<file path="config.mk">
export PLATFORM = sky130hd
export DESIGN_NAME = wt_mem_arbiter
export DESIGN_NICKNAME = d
export VERILOG_FILES = /design/src/rtl/config_pkg.sv /design/src/rtl/wt_cache_pkg.sv /design/src/rtl/wt_outstanding_cnt.sv /design/src/rtl/wt_mem_arbiter.sv
export SDC_FILE = /design/constraint.sdc
export NUM_CORES = 1
export LEC_CHECK = 0
export CORE_AREA = 5 5 77 79
export CTS_BUF_LIST = sky130_fd_sc_hd__clkbuf_4 sky130_fd_sc_hd__clkbuf_8
export CTS_CLUSTER_DIAMETER = 60
export DETAILED_ROUTE_END_ITERATION = 7
export DIE_AREA = 0 0 82 84
export DONT_BUFFER_PORTS = 1
export PLACE_DENSITY = 0.44
export SLEW_MARGIN = 20
export SYNTH_ARGS = -nofsm -noshare
export SYNTH_HDL_FRONTEND = slang
export SYNTH_SLANG_ARGS = --single-unit
</file>
<file path="constraint.sdc">
create_clock -name clk_i -period 3 [get_ports clk_i]
set_input_delay 0.15 -clock clk_i [delete_from_list [all_inputs] [get_ports clk_i]]
set_output_delay 0.15 -clock clk_i [all_outputs]
set_load 0.01 [all_outputs]
</file>
<file path="src/rtl/config_pkg.sv">
// Minimal core-configuration package: carries the configuration record handed to
// cache-subsystem blocks so they elaborate standalone.
package config_pkg;

  typedef struct packed {
    logic [31:0] XLEN;
  } cva6_cfg_t;

  localparam cva6_cfg_t cva6_cfg_empty = '{XLEN: 32'd64};

endpackage : config_pkg

</file>
<file path="src/rtl/wt_cache_pkg.sv">
// Shared definitions for the write-through cache memory arbiter: requester
// source encoding and a helper to flip between the two sources.
package wt_cache_pkg;

  typedef enum logic {
    SRC_ICACHE = 1'b0,
    SRC_DCACHE = 1'b1
  } src_e;

  function automatic src_e other_src(input src_e s);
    return (s == SRC_ICACHE) ? SRC_DCACHE : SRC_ICACHE;
  endfunction

endpackage : wt_cache_pkg

</file>
<file path="src/rtl/wt_outstanding_cnt.sv">
// Per-requester in-flight counter: counts accepted requests minus routed returns,
// saturating at zero and flagging a return that arrives with nothing outstanding.
module wt_outstanding_cnt #(
  parameter int unsigned MaxOutstanding = 4
) (
  input  logic clk_i,
  input  logic rst_ni,
  input  logic inc_i,
  input  logic dec_i,
  output logic full_o,
  output logic zero_o,
  output logic underflow_o
);

  localparam int unsigned CntWidth = $clog2(MaxOutstanding + 1);

  logic [CntWidth-1:0] cnt_q, cnt_d;

  always_comb begin
    // NOTE: next-state gets its hold value first so no path leaves it unassigned (no latch).
    cnt_d = cnt_q;
    if (inc_i && !dec_i && !full_o) begin
      cnt_d = cnt_q + 1'b1;
    end else if (dec_i && !inc_i && !zero_o) begin
      cnt_d = cnt_q - 1'b1;
    end
  end

  // NOTE: state registers use non-blocking assignment so all flops update together at the edge.
  always_ff @(posedge clk_i or negedge rst_ni) begin
    if (!rst_ni) begin
      cnt_q <= '0;
    end else begin
      cnt_q <= cnt_d;
    end
  end

  assign full_o      = (cnt_q == CntWidth'(MaxOutstanding));
  assign zero_o      = (cnt_q == '0);
  assign underflow_o = dec_i && zero_o;

endmodule : wt_outstanding_cnt

</file>
<file path="src/rtl/wt_mem_arbiter.sv">
// Two-way round-robin arbiter between I$ and D$ towards the memory adapter, with
// grant locking until accepted, per-source outstanding limits and return routing.
module wt_mem_arbiter
  import wt_cache_pkg::*;
#(
  parameter config_pkg::cva6_cfg_t CVA6Cfg        = config_pkg::cva6_cfg_empty,
  parameter int unsigned           ReqWidth       = 64,
  parameter int unsigned           MaxOutstanding = 4
) (
  input  logic                clk_i,
  input  logic                rst_ni,
  input  logic                icache_data_req_i,
  output logic                icache_data_ack_o,
  input  logic [ReqWidth-1:0] icache_data_i,
  input  logic                dcache_data_req_i,
  output logic                dcache_data_ack_o,
  input  logic [ReqWidth-1:0] dcache_data_i,
  output logic                mem_req_o,
  input  logic                mem_ack_i,
  output logic [ReqWidth-1:0] mem_data_o,
  output logic                mem_src_o,
  input  logic                mem_rtrn_vld_i,
  input  logic                mem_rtrn_src_i,
  output logic                icache_rtrn_vld_o,
  output logic                dcache_rtrn_vld_o,
  input  logic                drain_i,
  output logic                idle_o,
  output logic                err_o
);

  if (MaxOutstanding < 1 || CVA6Cfg.XLEN == 32'd0) begin : g_bad_cfg
    $error("wt_mem_arbiter: invalid configuration");
  end

  src_e       grant_src;
  src_e       rr_q, rr_d;
  src_e       lock_src_q, lock_src_d;
  logic       lock_q, lock_d;
  logic       err_q, err_d;
  logic       mem_req, handshake, protocol_err;
  logic [1:0] req, elig, full, zero, underflow, inc, dec;

  assign req  = {dcache_data_req_i, icache_data_req_i};
  assign elig = req & ~full & {2{~drain_i}};

  // A locked grant ignores eligibility: the adapter has already seen this request.
  always_comb begin
    grant_src = SRC_ICACHE;
    mem_req   = 1'b0;
    if (lock_q) begin
      grant_src = lock_src_q;
      mem_req   = req[lock_src_q];
    end else begin
      mem_req = |elig;
      if (&elig) begin
        grant_src = rr_q;
      end else if (elig[SRC_DCACHE]) begin
        grant_src = SRC_DCACHE;
      end
    end
  end

  assign handshake    = mem_req && mem_ack_i;
  assign protocol_err = lock_q && !req[lock_src_q];

  assign inc = {handshake && (grant_src == SRC_DCACHE), handshake && (grant_src == SRC_ICACHE)};
  assign dec = {mem_rtrn_vld_i && mem_rtrn_src_i, mem_rtrn_vld_i && !mem_rtrn_src_i};

  for (genvar g = 0; g < 2; g++) begin : g_cnt
    wt_outstanding_cnt #(
      .MaxOutstanding(MaxOutstanding)
    ) i_cnt (
      .clk_i      (clk_i),
      .rst_ni     (rst_ni),
      .inc_i      (inc[g]),
      .dec_i      (dec[g]),
      .full_o     (full[g]),
      .zero_o     (zero[g]),
      .underflow_o(underflow[g])
    );
  end

  // A dropped locked request forces mem_req low, which also releases the lock.
  assign lock_d     = mem_req && !mem_ack_i;
  assign lock_src_d = grant_src;
  assign rr_d       = handshake ? other_src(grant_src) : rr_q;
  assign err_d      = err_q || protocol_err || (|underflow);

  always_ff @(posedge clk_i or negedge rst_ni) begin
    if (!rst_ni) begin
      rr_q       <= SRC_ICACHE;
      lock_q     <= 1'b0;
      lock_src_q <= SRC_ICACHE;
      err_q      <= 1'b0;
    end else begin
      rr_q       <= rr_d;
      lock_q     <= lock_d;
      lock_src_q <= lock_src_d;
      err_q      <= err_d;
    end
  end

  assign mem_req_o  = mem_req;
  assign mem_src_o  = mem_req && (grant_src == SRC_DCACHE);
  assign mem_data_o = !mem_req ? '0 :
                      (grant_src == SRC_DCACHE) ? dcache_data_i : icache_data_i;

  assign icache_data_ack_o = inc[SRC_ICACHE];
  assign dcache_data_ack_o = inc[SRC_DCACHE];
  assign icache_rtrn_vld_o = dec[SRC_ICACHE];
  assign dcache_rtrn_vld_o = dec[SRC_DCACHE];

  assign idle_o = (&zero) && !lock_q;
  assign err_o  = err_q;

endmodule : wt_mem_arbiter
</file>
=== Yosys cells after proc, flatten, opt, wreduce, memory -nomap -nowiden ===
Cells that the tools add are included.

* Bits of input ports: 136
* Logic and storage cells: 72
* Output and inout bits: 72
* Register bits: 10

* $lt $le $gt $ge: 1
* Add/subtract/negate cells: 4
* Reductions and logical operators: 41
* Eq/ne operators: 2
* Bitwise logic cells: 5
* Multiplexer cells: 13

{| class="wikitable"
|+ Operators with widths
! operator !! count
|-
| 64-bit two-way mux || 2
|-
| 1-bit logical AND || 19
|-
| 1-bit logical NOT || 12
|-
| 3-bit two-way mux || 4
|-
| 1-bit two-way mux || 7
|-
| 3-bit by 1-bit adder with 3-bit output, second input constant || 2
|-
| 3-bit == test, second input constant || 2
|-
| 3-bit logical NOT || 2
|-
| 3-bit by 1-bit subtractor with 3-bit output, second input constant || 2
|-
| 2-bit AND || 2
|-
| 2-bit AND reduction || 2
|-
| 2-bit nonzero test || 2
|-
| 2-bit OR reduction || 2
|-
| 1-bit logical OR || 2
|-
| 1-bit by 2-bit less-than comparator with 1-bit output, second input constant || 1
|-
| 1-bit inverter || 2
|-
| 2-bit inverter || 1
|}

=== Depth between registers and ports, before layout ===
* Word-level depth: 14
* Mapped depth: 12
* Depth with buffers taken out: 12

=== Cells and area by module ===
A second synthesis with hierarchy kept.

* Cell total of the unflattened synthesis: 221
* Area, all modules: 1681.6 µm²

{| class="wikitable"
|+ Modules (own cells, without submodules)
! module !! area an instance (µm²) !! instances !! cells each !! seq. area each (µm²)
|-
| wt_mem_arbiter || 1221.2 || 1 || 171 || 100.1
|-
| wt_outstanding_cnt || 230.2 || 2 || 25 || 75.1
|}

=== Worst setup path after synthesis ===
No wires, ideal clock.

* Path kind: register -> register
* Start point: register g_cnt[1].i_cnt.cnt_q[0]
* End point: register g_cnt[0].i_cnt.cnt_q[2]
* Buffers on the path: 0
* Cell stages (with the launch flop): 10
* Arrival: 2.561 ns
* Library setup time: 0.079 ns
* Data required time: 2.921 ns
* Clock period less this slack: 2.640 ns
* Path slack: 0.360 ns
* Cell sequence: dfrtp_1 > or3b_1 > nand3b_1 > o31a_1 > inv_1 > nor3_2 > nand2_1 > fa_1 > o41ai_2 > xor2_1

* Longest elaborated chain between the ends: 13
* Elaborated cells on any way between the ends: 20
* Classes of those cells: eq/ne: 1; mux: 5; bitwise: 4; reduce/logical: 10

{| class="wikitable"
|+ Ends and longest elaborated chain
! item !! line !! source
|-
| start: declaration || wt_outstanding_cnt.sv:17 || <nowiki>logic [CntWidth-1:0] cnt_q, cnt_d;</nowiki>
|-
| start signal: assignment || wt_outstanding_cnt.sv:34 || <nowiki>cnt_q <= cnt_d;</nowiki>
|-
| 3-bit == test * || wt_outstanding_cnt.sv:38 || <nowiki>assign full_o = (cnt_q == CntWidth'(MaxOutstanding));</nowiki>
|-
| 2-bit inverter * || wt_mem_arbiter.sv:44 || <nowiki>assign elig = req & ~full & {2{~drain_i}};</nowiki>
|-
| 2-bit AND * (2 in a row) || wt_mem_arbiter.sv:44 ||
|-
| 1-bit two-way mux / 2-bit AND reduction (equally long branches) || wt_mem_arbiter.sv:57, wt_mem_arbiter.sv:55 ||
|-
| 1-bit two-way mux || wt_mem_arbiter.sv:55 || <nowiki>if (&elig) begin</nowiki>
|-
| 1-bit two-way mux || wt_mem_arbiter.sv:50 || <nowiki>if (lock_q) begin</nowiki>
|-
| 1-bit inverter || - ||
|-
| 1-bit logical AND * || wt_mem_arbiter.sv:66 || <nowiki>assign inc = {handshake && (grant_src == SRC_DCACHE), handshake && (grant_src == SRC_ICACHE)};</nowiki>
|-
| named net icache_data_ack_o || wt_mem_arbiter.sv:13 || <nowiki>output logic icache_data_ack_o,</nowiki>
|-
| 1-bit logical NOT || wt_outstanding_cnt.sv:24 || <nowiki>end else if (dec_i && !inc_i && !zero_o) begin</nowiki>
|-
| 1-bit logical AND (2 in a row) || wt_outstanding_cnt.sv:24 ||
|-
| 2-bit nonzero test (no source line) || - ||
|-
| end signal: assignment || wt_outstanding_cnt.sv:34 ||
|-
| end: declaration || wt_outstanding_cnt.sv:17 ||
|}

The timed path passes the listed nets; every way through them passes the cells marked *.
A chain may end at the register's enable or synchronous reset.

=== Worst setup path in the final report ===
* Start point: register g_cnt[0].i_cnt.cnt_q[0]
* End point: register g_cnt[1].i_cnt.cnt_q[2]

* Longest elaborated chain between the ends: 12
* Elaborated cells on any way between the ends: 18
* Classes of those cells: eq/ne: 1; mux: 4; bitwise: 3; reduce/logical: 10

{| class="wikitable"
|+ Ends and longest elaborated chain
! item !! line
|-
| 3-bit == test * || wt_outstanding_cnt.sv:38
|-
| 2-bit inverter * || wt_mem_arbiter.sv:44
|-
| 2-bit AND * (2 in a row) || wt_mem_arbiter.sv:44
|-
| 2-bit AND reduction / 2-bit OR reduction (equally long branches) || wt_mem_arbiter.sv:55, wt_mem_arbiter.sv:54
|-
| 1-bit two-way mux (on tied branches) || wt_mem_arbiter.sv:55, wt_mem_arbiter.sv:50
|-
| 1-bit two-way mux / 1-bit logical AND (equally long branches) || wt_mem_arbiter.sv:50, wt_mem_arbiter.sv:63
|-
| 1-bit logical AND * || wt_mem_arbiter.sv:66
|-
| 1-bit logical NOT || wt_outstanding_cnt.sv:24
|-
| 1-bit logical AND (2 in a row) || wt_outstanding_cnt.sv:24
|-
| 2-bit nonzero test (no source line) || -
|}

Every way passes the cells marked *; elsewhere a longest branch is shown, timed or not.

==> flow_summary.yaml <==
run_status:
  status: "finished, final reports clean"
power:
  leakage_nw: 0.7433
  power_mw: 1.228
  ir_worst_vdd_mv: 0.2199
  p_per_area_nw_per_um2: 738.3
detailed_routing:
  viasPerCell: 5.431
  drtPass1Iterations: 4
  drc: 0
  drt_iter0_drc: 93
  num_vias: 1852
  wl_per_cell_um: 17.51
  drt_wl_total_um: 5972
  ant_nets: 0
final_layout:
  diodes: 0
  drive_gt1_share_pct: 7.435
  nFillCells: 599
  nets: 409
  seq_area_sq_um: 250.2
  syn2layout_area_growth_pct: 8.756
  fin_util_pct: 31.55
  multi_input_area_sq_um: 1175
synthesis:
  syn_nets: 415
  yosys_warnings: 0
  yosysUniqueCellTypes: 32
  synth-main-ff-cell: "dfrtp_1"
  syn_inst: 277
  yosysTopAreaCell: "nand2_1"
  syn_avg_cell_area_sq_um: 5.520
  muxShareOfSynthArea_pct: 4.010
  synth_top_area_share_pct: 33.14
  synthAdderAreaFrac_pct: 2.619
  ys_seq_area_share_pct: 16.37
  synth-compound-area-share_pct: 26.10
  synthesis.area_sq_um: 1529
  synth_commonest_cells: "nand2_1, a21oi_1, clkbuf_1, dfrtp_1, nor2_1"
  netlist_top_cells_area: "nand2_1, a21oi_1, dfrtp_1"
  synthXorXnorAreaFrac_pct: 2.291
  synth-simple-area-share_pct: 41.73
  synth-seq-cells: 10
  async_flop_share_pct: 100.0
  synth_top_family_by_area: "simple AND/OR/NAND/NOR gates"
  synth.most_common_cell: "nand2_1"
  synth_edf_count: 0
setup_path:
  ff2ff_setup_slack_ns: 0.37
  crit_path_end_kind: "register"
  critPathRequiredTime_ns: 3.11
  r2r-end: "g_cnt[1].i_cnt.cnt_q[2]"
  critPathTopFamily: "simple AND/OR/NAND/NOR gates"
  cp_cell_sequence: "nor3b_2 > nor3_1 > o31a_2 > nor4_1 > inv_1 > fa_1 > nor2_1 > a32oi_1 > xnor2_1"
  cp_max_fo: 5
  arrival_ns: 2.74
  critPathMaxStageDelay_ns: 0.44
  cp_num_buf_inv: 1
  path_class: "register to register"
  r2r_start: "g_cnt[0].i_cnt.cnt_q[0]"
  slowest_stage: "dfrtp_1"
  start_kind: "register"
  r2r_cells: 9
global_route:
  grt_pass1_wl_um: 9032
  grt_usage_pct: 16.08
  grt_antenna_before_repair: 0
  overflow: 0
  grt_max_degree: 38
  grt_pass1_vias: 1767
die:
  core-area_sq_um: 5270
  die_width_um: 82
  start_util_pct: 29.01
  rows: 27
  ios: 208
  die_h_um: 84
  dieArea_sq_um: 6888
clock_network:
  cts_max_level: 1
  hold_buffers: 2
  cts_tree: "yes"
  clockBufferDepth: 2
  ctsResizeCount: 0
  cts_buffers: 3
  clock-sinks: 10
  clkLatencyLatePin_ns: 0.24
  path_clk_slew_ns: 0.05
  postCtsSetupBuffers: 0
  cts_root_buf: "clkbuf_8"
sta:
  final_max_slew_viol_count: 0
  hold_slack_ns: 0.06652
  tns_ns: 0
  finalHoldViolCount: 0
  tightest_slew_ns: 0.5183
  rsz0062_at_grt: "no"
  setup-violations-final: 0
  max_freq_ghz: 0.3805
  slew_headroom_pct: 65.33
  fin_crit_sh_pct: 87.60
  fin_skew_ns: 0.001866
  fin_crit_ns: 2.628
worst_hold_path:
  hold_depth: 1
  hold_end: "err_o"
  hold_path.class: "primary input to register"
  min_from: "mem_rtrn_vld_i"
flow_run:
  max_cap_violations: 0
place:
  portBuffers: 0
  hpwl_um: 4828
  place.gp.congestion: 0.7615
report_power, final:
group	total, mW	leakage [nW]	switching [mW]	internal, mW
clock	0.141	0.0216	0.0528	0.0879
combinational	0.828	0.605	0.565	0.264
sequential	0.259	0.117	0.0672	0.191
total	1.23	0.743	0.685	0.543
layer usage:
metal  vias to the layer above  global-route usage (%)  routed length, um
li1                        891                       -                  -
met1                       832                   20.94               2318
met2                       124                   27.77               3067
met3                         5                   1.188                523
met4                         0                   4.532                 63
met5                         -                       0                  0
registers in the layout (all words and copies together), names as in the netlist:
| register | cells |
|---|---|
| g_cnt.i_cnt.cnt_q | 6 |
| rr_q | 1 |
| err_o | 1 |
| lock_src_q | 1 |
| lock_q | 1 |
cell families after synthesis:
| logic type | after synthesis |
|---|---|
| AO/OA/AOI/OAI | 71 |
| flip-flops | 10 |
| buffers and inverters | 28 |
| AND/OR/NAND/NOR | 157 |
| multiplexers | 5 |
| XOR/XNOR | 4 |
| adder cells (fa/ha/maj) | 2 |
through the flow:
stage / cells / worst slack (ns) / area, sq um
3_3_place_gp: 336 / 0.4464 / 1602
5_1_grt: 341 / 0.1355 / 1663
6_report: 341 / 0.3721 / 1663
4_1_cts: 341 / 0.3661 / 1663
2_1_floorplan: 277 / 0.3598 / 1529
3_5_place_dp: 336 / 0.3755 / 1602
worst max path at each step:
| stage | startpoint | to | slack (ns) | cells after the start |
|---|---|---|---|---|
| 2_1_floorplan | g_cnt[1].i_cnt.cnt_q[0] | g_cnt[0].i_cnt.cnt_q[2] | 0.36 | 9 |
| 3_3_place_gp | g_cnt[0].i_cnt.cnt_q[0] | g_cnt[1].i_cnt.cnt_q[2] | 0.45 | 9 |
| 3_5_place_dp | g_cnt[0].i_cnt.cnt_q[0] | g_cnt[1].i_cnt.cnt_q[2] | 0.38 | 9 |
| 4_1_cts | g_cnt[0].i_cnt.cnt_q[0] | g_cnt[1].i_cnt.cnt_q[2] | 0.37 | 9 |
| 5_1_grt | g_cnt[0].i_cnt.cnt_q[0] | g_cnt[1].i_cnt.cnt_q[2] | 0.14 | 9 |
| 6_report | g_cnt[0].i_cnt.cnt_q[0] | g_cnt[1].i_cnt.cnt_q[2] | 0.37 | 9 |
layout make-up:
cell class              count  share of cell area, %
clock buffers               3                  2.483
well taps                  72                  5.418
repair buffers             10                  4.816
flip-flops and latches     10                  15.05
inverters                   7                  1.580
multi-input cells         239                  70.66
cells in the final DEF, fill, tap and decap left out, drive strengths merged, types with 2 or more instances in the layout:
cell and instances:
nand2b 2, nor3 4, mux2i 2, inv 7, clkbuf 3, fa 2
a21oi 64, mux2 3, dlygate4sd3 2, nor2 7, buf 8, xor2 2
dfrtp 10, nand2 135, or3 2, xnor2 2
No activity file was read; power rests on OpenSTA's default activity.
